### config.mk
export PLATFORM = sky130hd
export DESIGN_NAME = png_filter_sub
export DESIGN_NICKNAME = d
export VERILOG_FILES = /design/src/rtl/png_filter_sub.sv
export SDC_FILE = /design/constraint.sdc
export NUM_CORES = 1
export LEC_CHECK = 0
export ABC_AREA = 1
export CORE_ASPECT_RATIO = 0.9
export CORE_MARGIN = 2
export CORE_UTILIZATION = 42
export CTS_CLUSTER_DIAMETER = 50
export CTS_CLUSTER_SIZE = 20
export DETAILED_ROUTE_END_ITERATION = 6
export SYNTH_ARGS = -nofsm -noshare
export SYNTH_HDL_FRONTEND = slang
export SYNTH_SLANG_ARGS = --single-unit
### constraint.sdc
create_clock -name clk -period 2.7 [get_ports clk]
set_clock_uncertainty 0.2 [all_clocks]
set_input_delay 0.54 -clock clk [delete_from_list [all_inputs] [get_ports clk]]
set_output_delay 0.54 -clock clk [all_outputs]
set_load 0.01 [all_outputs]
### src/rtl/png_filter_sub.sv
// PNG scanline filter stage: prepends the per-row filter-type byte, applies
// the Sub filter, and packs bytes MSB-first into dat/num/lst words.
// Optional feature macro: FILTER_SUB_EN (defined: Sub filter, type 0x01;
// undefined: filter None, type 0x00, bytes pass through).
module png_filter_sub #(
  parameter int unsigned BPP     = 1,
  parameter int unsigned DATA_WD = 32,
  parameter int unsigned NUM_WD  = 2,
  parameter int unsigned LEN_WD  = 16
) (
  input  logic               clk,
  input  logic               rstn,
  input  logic               start_i,
  input  logic [LEN_WD-1:0]  row_len_i,
  input  logic [LEN_WD-1:0]  row_num_i,
  input  logic               val_i,
  input  logic [7:0]         dat_i,
  output logic               rdy_o,
  output logic               val_o,
  output logic [DATA_WD-1:0] dat_o,
  output logic [NUM_WD-1:0]  num_o,
  output logic               lst_o,
  output logic               done_o
);

  localparam int unsigned NumBytes = DATA_WD / 8;

`ifdef FILTER_SUB_EN
  localparam logic [7:0] TypeByte = 8'h01;
`else
  localparam logic [7:0] TypeByte = 8'h00;
`endif

  typedef enum logic [2:0] {StIdle, StType, StData, StFlush, StDone} state_e;

  state_e              state_q, state_d;
  logic [LEN_WD-1:0]   row_len_q, row_len_d;
  logic [LEN_WD-1:0]   rows_left_q, rows_left_d;
  logic [LEN_WD-1:0]   byte_cnt_q, byte_cnt_d;
  logic                empty_q, empty_d;
  logic [DATA_WD-9:0]  pack_q, pack_d;
  logic [NUM_WD-1:0]   pack_cnt_q, pack_cnt_d;
  logic                val_q, val_d;
  logic [DATA_WD-1:0]  dat_q, dat_d;
  logic [NUM_WD-1:0]   num_q, num_d;
  logic                lst_q, lst_d;
  logic                done_q, done_d;

  logic       accept;
  logic       row_last;
  logic       img_last;
  logic [7:0] filt;
  logic       push;
  logic [7:0] push_byte;
  logic       push_last;
  logic       flush;

  assign accept   = (state_q == StData) && val_i;
  assign row_last = ((byte_cnt_q + LEN_WD'(1)) == row_len_q);
  assign img_last = row_last && (rows_left_q == LEN_WD'(1));

`ifdef FILTER_SUB_EN
  // Raw bytes of the last BPP positions; cleared per row so 'a' is 0 at row start.
  logic [BPP*8-1:0] hist_q, hist_d;

  // History shift: newest byte enters at the bottom, oldest sits at the top.
  always_comb begin
    hist_d = hist_q;
    if (state_q == StType) begin
      hist_d = '0;
    end else if (accept) begin
      for (int i = BPP - 1; i > 0; i--) begin
        hist_d[i*8 +: 8] = hist_q[(i-1)*8 +: 8];
      end
      hist_d[7:0] = dat_i;
    end
  end

  // History register.
  always_ff @(posedge clk or negedge rstn) begin
    if (!rstn) hist_q <= '0;
    else       hist_q <= hist_d;
  end

  assign filt = dat_i - hist_q[BPP*8-1 -: 8];
`else
  assign filt = dat_i;
`endif

  // Control FSM: sequences type byte, row data, final flush and done.
  always_comb begin
    state_d     = state_q;
    row_len_d   = row_len_q;
    rows_left_d = rows_left_q;
    byte_cnt_d  = byte_cnt_q;
    empty_d     = empty_q;
    push        = 1'b0;
    push_byte   = 8'h00;
    push_last   = 1'b0;
    flush       = 1'b0;
    case (state_q)
      StIdle: begin
        if (start_i) begin
          if ((row_len_i != '0) && (row_num_i != '0)) begin
            row_len_d   = row_len_i;
            rows_left_d = row_num_i;
            empty_d     = 1'b0;
            state_d     = StType;
          end else begin
            empty_d = 1'b1;
            state_d = StDone;
          end
        end
      end
      StType: begin
        push       = 1'b1;
        push_byte  = TypeByte;
        byte_cnt_d = '0;
        state_d    = StData;
      end
      StData: begin
        if (accept) begin
          push       = 1'b1;
          push_byte  = filt;
          push_last  = img_last;
          byte_cnt_d = byte_cnt_q + LEN_WD'(1);
          if (row_last) begin
            rows_left_d = rows_left_q - LEN_WD'(1);
            state_d     = img_last ? StFlush : StType;
          end
        end
      end
      StFlush: begin
        flush   = 1'b1;
        state_d = StDone;
      end
      StDone:  state_d = StIdle;
      default: state_d = StIdle;
    endcase
  end

  // Packer: collect bytes MSB-first, emit full words or the final partial word.
  always_comb begin
    pack_d     = pack_q;
    pack_cnt_d = pack_cnt_q;
    val_d      = 1'b0;
    dat_d      = dat_q;
    num_d      = num_q;
    lst_d      = lst_q;
    // done follows the last word by one cycle; empty images have no last word
    done_d     = (val_q && lst_q) || ((state_q == StDone) && empty_q);
    if (push) begin
      if (pack_cnt_q == NUM_WD'(NumBytes - 1)) begin
        val_d      = 1'b1;
        dat_d      = {pack_q, push_byte};
        num_d      = NUM_WD'(NumBytes - 1);
        lst_d      = push_last;
        pack_d     = '0;
        pack_cnt_d = '0;
      end else begin
        for (int i = 0; i < NumBytes - 1; i++) begin
          if (pack_cnt_q == NUM_WD'(i)) pack_d[(NumBytes-2-i)*8 +: 8] = push_byte;
        end
        pack_cnt_d = pack_cnt_q + NUM_WD'(1);
      end
    end else if (flush && (pack_cnt_q != '0)) begin
      val_d      = 1'b1;
      dat_d      = {pack_q, 8'h00};
      num_d      = pack_cnt_q - NUM_WD'(1);
      lst_d      = 1'b1;
      pack_d     = '0;
      pack_cnt_d = '0;
    end
  end

  // State, counters, packer and output registers.
  always_ff @(posedge clk or negedge rstn) begin
    if (!rstn) begin
      state_q     <= StIdle;
      row_len_q   <= '0;
      rows_left_q <= '0;
      byte_cnt_q  <= '0;
      empty_q     <= 1'b0;
      pack_q      <= '0;
      pack_cnt_q  <= '0;
      val_q       <= 1'b0;
      dat_q       <= '0;
      num_q       <= '0;
      lst_q       <= 1'b0;
      done_q      <= 1'b0;
    end else begin
      state_q     <= state_d;
      row_len_q   <= row_len_d;
      rows_left_q <= rows_left_d;
      byte_cnt_q  <= byte_cnt_d;
      empty_q     <= empty_d;
      pack_q      <= pack_d;
      pack_cnt_q  <= pack_cnt_d;
      val_q       <= val_d;
      dat_q       <= dat_d;
      num_q       <= num_d;
      lst_q       <= lst_d;
      done_q      <= done_d;
    end
  end

  assign rdy_o  = (state_q == StData);
  assign val_o  = val_q;
  assign dat_o  = dat_q;
  assign num_o  = num_q;
  assign lst_o  = lst_q;
  assign done_o = done_q;

endmodule
==> results.toml, run 1 <==
[sta]
hold_violations = 0
maxSlewViolCount = 0
worst_pin_slew_ns = 0.4896
rsz0062_at_grt = "yes"
finalCriticalPeriod_ns = 2.658
finalSetupViolations = 0
fin_crit_sh_pct = 98.44
hold_ws_ns = 0.2781
max_freq_mhz = 376.2
worst_slack_ns = 0.04212
slew_headroom_pct = 67.36

[layout]
diodes = 0
fin_nets = 897
mostFrequentLayoutCells = "nand2_1 (253), dfrtp_1 (115), o21ai_0 (83)"
drive_gt1_share_pct = 7.944
syn_to_final_growth_pct = 28.56
fin_area_um2 = 7547
final_common_cell = "nand2_1"
stdcell_count = 1024

[global_routing]
grt_max_degree = 63
overflow = 0
grt_pass1_vias = 5054
grt.total_usage_pct = 21.22
grt_pass1_wl_um = 24500
antenna_found_initial = 0

[worst_setup_path]
r2r-end = "rows_left_q[12]"
r2r_cells = 14
worstPathArrival_ns = 1.92
startpoint = "state_q[2]"
end_kind = "primary output"
worstSetupPathType = "reg2out"
crit_path_end = "rdy_o"
r2r_slack_ns = 0.23
worst-path-max-fanout = 5
setup.worst_path.start_class = "register"
r2r-start = "byte_cnt_q[1]"
worstPathRequired_ns = 1.96

[run]
drv_cap = 0

[route]
vias = 5359
viasPerCell = 5.233
drc = 0
drt_iter0_drc = 404
ant_nets = 0
wire_per_inst_um = 14.82
wl_um = 15180
drt_pass1_iterations = 5

[synth]
yosysTopAreaCellShare_pct = 49.02
avgSynthCellArea_um2 = 7.796
synth_area_um2 = 5871
synthCells = 753
ys_ff_latch = 115
ys_seq_area_share_pct = 49.02
synthTopCellsByArea = "dfrtp_1 (49%), nand2_1 (16%), o21ai_0 (7.1%), inv_1 (4.7%), nor2_1 (3.3%)"
yosysTopAreaCell = "dfrtp_1"
synth_fp_nets = 804
ys_warn_count = 0
synth_cell_types = 37

[power_and_ir_drop]
p_leak_nw = 3.461
power_w = 0.008327
irDropWorstVdd_uv = 482.0
pwr_density_cell_nw_per_um2 = 1103

[clocking]
clk_latency_ns = 0.41
cts_tree = "built"
clock-sinks = 115
cts_root_buffer = "clkbuf_16"
clk_transition_reported_paths_ns = 0.05
htreeDepth = 4
clock_path_buffers = 2
cts_buffers = 17

[die]
initial_core_util_pct = 43.44
rows = 40
io_pins = 82
die_h_um = 116.2
die_x_um = 128.6
die_area_um2 = 14940
core_area_um2 = 13510

[run_status]
status = "completed"

[placement]
dpl_cell_area_um2 = 6923
finalWeightedCongestion = 0.8843
dp_slack_ns = -0.009910
port_buffers = 81
dp_cells = 993
hpwl_um = 10940

[hold_path]
hold_path_class = "reg2reg"
==> worst max-delay path, stage by stage (launching register included) <==
cell and delay [ns]:
dfrtp_1 0.42, nor3_4 0.45, clkdlybuf4s50_1 0.63
==> repair_timing <==
| action | in CTS | in global routing |
|---|---|---|
| hold endpoints to repair | 9 | 0 |
| hold buffers | 1 | 0 |
| buffers inserted | 0 | 0 |
| setup endpoints to repair | 0 | 16 |
| resized for setup | 0 | 6 |
==> worst min path at each step <==
stage / start / cells after the start / end
floorplan: rstn / 0 / byte_cnt_q[0]
global placement: rstn / 1 / empty_q
detailed placement: rstn / 1 / empty_q
CTS: rows_left_q[1] / 2 / rows_left_q[1]
global route: rows_left_q[1] / 2 / rows_left_q[1]
finish: rows_left_q[1] / 2 / rows_left_q[1]
==> kinds of logic after synthesis <==
kind of cell	Yosys count	share of synthesized area, %
compound gates	111	9.974
xor+xnor	6	1.130
fa+ha+maj	7	1.492
buf+inv	100	6.990
flops	115	49.02
simple gates	414	31.39
==> flip-flops by register name (all words and copies together) (netlist names) <==
register	count
row_len_q	16
done_o	1
val_o	1
empty_q	1
pack_q	24
lst_o	1
num_o	2
rows_left_q	16
byte_cnt_q	16
state_q	3
pack_cnt_q	2
dat_o	32
==> routing by layer <==
layer	part of all wire, %	vias up	track usage [%]
met5	0	-	0
met4	1.1	0	5.942
met3	4.5	18	5.268
met2	47	142	34.22
met1	47	2551	28.84
li1	-	2648	-
==> synthesized netlist by cell type (all sizes together) <==
library cell / count
xnor2: 2
inv: 75
or2: 2
o31ai: 1
nor2: 62
dfrtp: 115
a21oi: 11
nor3: 4
nand3: 40
xor2: 3
o22a: 1
a32o: 1
ha: 7
clkinv: 2
nand2: 259
o21ai: 85
nand3b: 8
buf: 11
o22ai: 8
nand4: 30
clkbuf: 12
nor4: 9
xnor3: 1
a31oi: 4
==> per-stage QoR <==
stage | setup TNS [ns] | utilization, %
2_1_floorplan | 0 | -
3_3_place_gp | 0 | 51.23
3_5_place_dp | -0.009910 | 51.23
4_1_cts | 0 | 55.58
5_1_grt | -0.02913 | 55.85
6_report | 0 | 55.85
==> power by group <==
part           internal, W  leakage [nW]  switching (W)  total, W
Sequential         0.00238          1.53       0.000426   0.00280
Combinational      0.00133          1.65        0.00198   0.00331
Clock              0.00146         0.281       0.000748   0.00221
==> final cells by class <==
class	count	area, um^2
Inverter	77	289.0
Tap cell	168	210.2
Fill cell	1245	5966
Multi-Input combinational cell	539	2615
Sequential cell	115	2878
Clock inverter	4	72.57
Clock buffer	25	505.5
Timing Repair Buffer	96	977.2
Note: power is estimated with default switching activity, not from simulation.
==> inputs of run 2 (changes only) <==
Settings changed: CORE_MARGIN 2 to 4.
==> run 2 against run 1 <==
Worst hold slack is essentially flat. Utilization grew 0.13 points. Maximum frequency grew 4.0%. Sequential cell count is the same. Global-route usage shrank 1.1 points. Critical path type is now reg2reg. Critical endpoint is now rows_left_q[3]. Largest cell class unchanged. Largest power group unchanged.
==> results.toml, run 2 (synthesized netlist as in run 1, its figures left out) <==
[worst_setup_path]
slowest_delay_ns = 0.41
cp_num_buf_inv = 3
end_kind = "register"
setup.worst_path.start_class = "register"
cp_top_family = "simple AND/OR/NAND/NOR gates"
cp_common_cell = "nand2_1"
worstPathCellList = "ha_1, nand2_2, inv_1, nand2_1, nand2_1, nand2_1, nand2_1, inv_1, nand2_1, nor2_1, nand3_1, nor2_2, nand3_2, nand2_4, buf_6, nand4_1, nand2_1"
worst-path-max-fanout = 16
worstPathRequired_ns = 2.85
critPathSlowestCell = "dfrtp_1"
worstSetupPathType = "reg2reg"
worstPathArrival_ns = 2.71

[clocking]
clock_path_buffers = 2
cts_buffers = 17
clk_transition_reported_paths_ns = 0.05
cts_tree = "built"
clk_latency_ns = 0.41
clock-sinks = 115
htreeDepth = 4
cts_root_buffer = "clkbuf_16"

[sta]
fin_setup_tns_ns = 0
hold_ws_ns = 0.2784
worst_pin_slew_ns = 0.4886
finalSetupViolations = 0
finalCriticalPeriod_ns = 2.555
fin_crit_sh_pct = 94.63
maxSlewViolCount = 0
rsz0062_at_grt = "no"
max_freq_mhz = 391.4
hold_violations = 0
slew_headroom_pct = 67.12

[route]
viasPerCell = 5.209
vias = 5370
drc = 0
wl_um = 15560
drt_iter0_drc = 356
drt_pass1_iterations = 5
wire_per_inst_um = 15.10
ant_nets = 0

[layout]
mostFrequentLayoutCells = "nand2_1 (253), dfrtp_1 (115), o21ai_0 (83)"
diodes = 0
fillCellCount = 1270
regArea_um2 = 2878
final_common_cell = "nand2_1"
syn_to_final_growth_pct = 28.86
multi_input_area_um2 = 2623
largest_reg_flops = 32
fin_area_um2 = 7565
fin_nets = 901
final_util_pct = 55.98
drive_gt1_share_pct = 8.806

[global_routing]
grtUsageMet1_pct = 27.75
grt_pass1_vias = 5296
busiest_layer = "met2"
overflow = 0
antenna_found_initial = 0
grt.total_usage_pct = 20.09
grt_pass1_wl_um = 25820
grt_use_met3_pct = 4.736
grt_use_met2_pct = 31.47
grt_max_degree = 58

[run_status]
status = "completed"

[hold_path]
hold_path_class = "reg2reg"

[die]
rows = 40
die_area_um2 = 15940
initial_core_util_pct = 43.44
core_area_um2 = 13510
die_h_um = 120.2
die_x_um = 132.6
io_pins = 82

[placement]
port_buffers = 81
dpl_cell_area_um2 = 6918
hpwl_um = 11250
finalWeightedCongestion = 0.8743

[power_and_ir_drop]
p_leak_nw = 3.472
pwr_density_cell_nw_per_um2 = 1103
irDropWorstVdd_uv = 511.2
power_w = 0.008343

[run]
drv_cap = 0
==> run 2: cell types whose count changed in the layout (fill, tap and decap cells not counted), sizes merged <==
| cell | delta |
|---|---|
| clkbuf | -6 |
| inv | +1 |
| nand3 | +1 |
| clkinvlp | +4 |
| clkinv | +4 |
| buf | +3 |
==> run 2: report_power, final <==
part | switching, W | internal (W)
clock network | 0.000831 | 0.00138
logic | 0.00199 | 0.00133
registers | 0.000439 | 0.00237
total | 0.00326 | 0.00508
==> run 2: repair_timing <==
action / CTS / global route
setup endpoints to repair: 0 / 17
endpoints found under the hold margin: 28 / 0
gates resized for setup: 0 / 5
setup buffers: 0 / 2
hold buffers: 1 / 0
==> run 2: per-layer routing <==
layer / wire length [um] / up-vias
met5: 0 / -
met4: 218 / 0
met3: 707 / 21
met2: 7343 / 143
met1: 7293 / 2542
li1: - / 2664
==> run 2: cell type report <==
type / instances / area share, %
Clock inverter: 13 / 1.786
Multi-Input combinational cell: 540 / 34.67
Tap cell: 168 / 2.779
Clock buffer: 19 / 5.855
Inverter: 77 / 3.821
Timing Repair Buffer: 99 / 13.05
Sequential cell: 115 / 38.04
==> run 2: path summary, 6_finish.rpt <==
kind                                 from             end  slack, ns  cells past startpoint
hold / removal             rows_left_q[1]  rows_left_q[1]       0.28                      2
setup reg to reg            byte_cnt_q[1]  rows_left_q[3]       0.15                     17
hold reg to reg            rows_left_q[1]  rows_left_q[1]       0.28                      2
min in group asynchronous            rstn    row_len_q[9]       0.43                      2
max in group asynchronous            rstn       dat_o[25]       1.22                      3
setup / recovery            byte_cnt_q[1]  rows_left_q[3]       0.15                     17
==> run 2: worst reg2reg max path: cells and delay by family, from the launching register on <==
family | cells | cell delay, ns
simple gates | 13 | 1.34
flops | 1 | 0.41
buf+inv | 3 | 0.30
fa+ha+maj | 1 | 0.24
==> run 2: through the flow <==
step | instances | worst slack (ns)
final | 1031 | 0.1450
after global routing | 1031 | 0.001623
after CTS | 1027 | 0.04395
after detailed placement | 994 | 0.01788
after global placement | 994 | 0.04389
after floorplan | 753 | 0.4011
==> inputs of run 3 (changes only) <==
Settings changed: CTS_CLUSTER_DIAMETER 50 to default.
==> results of run 3 <==
The final DEF is identical to that of run 2; final timing and power are the same.
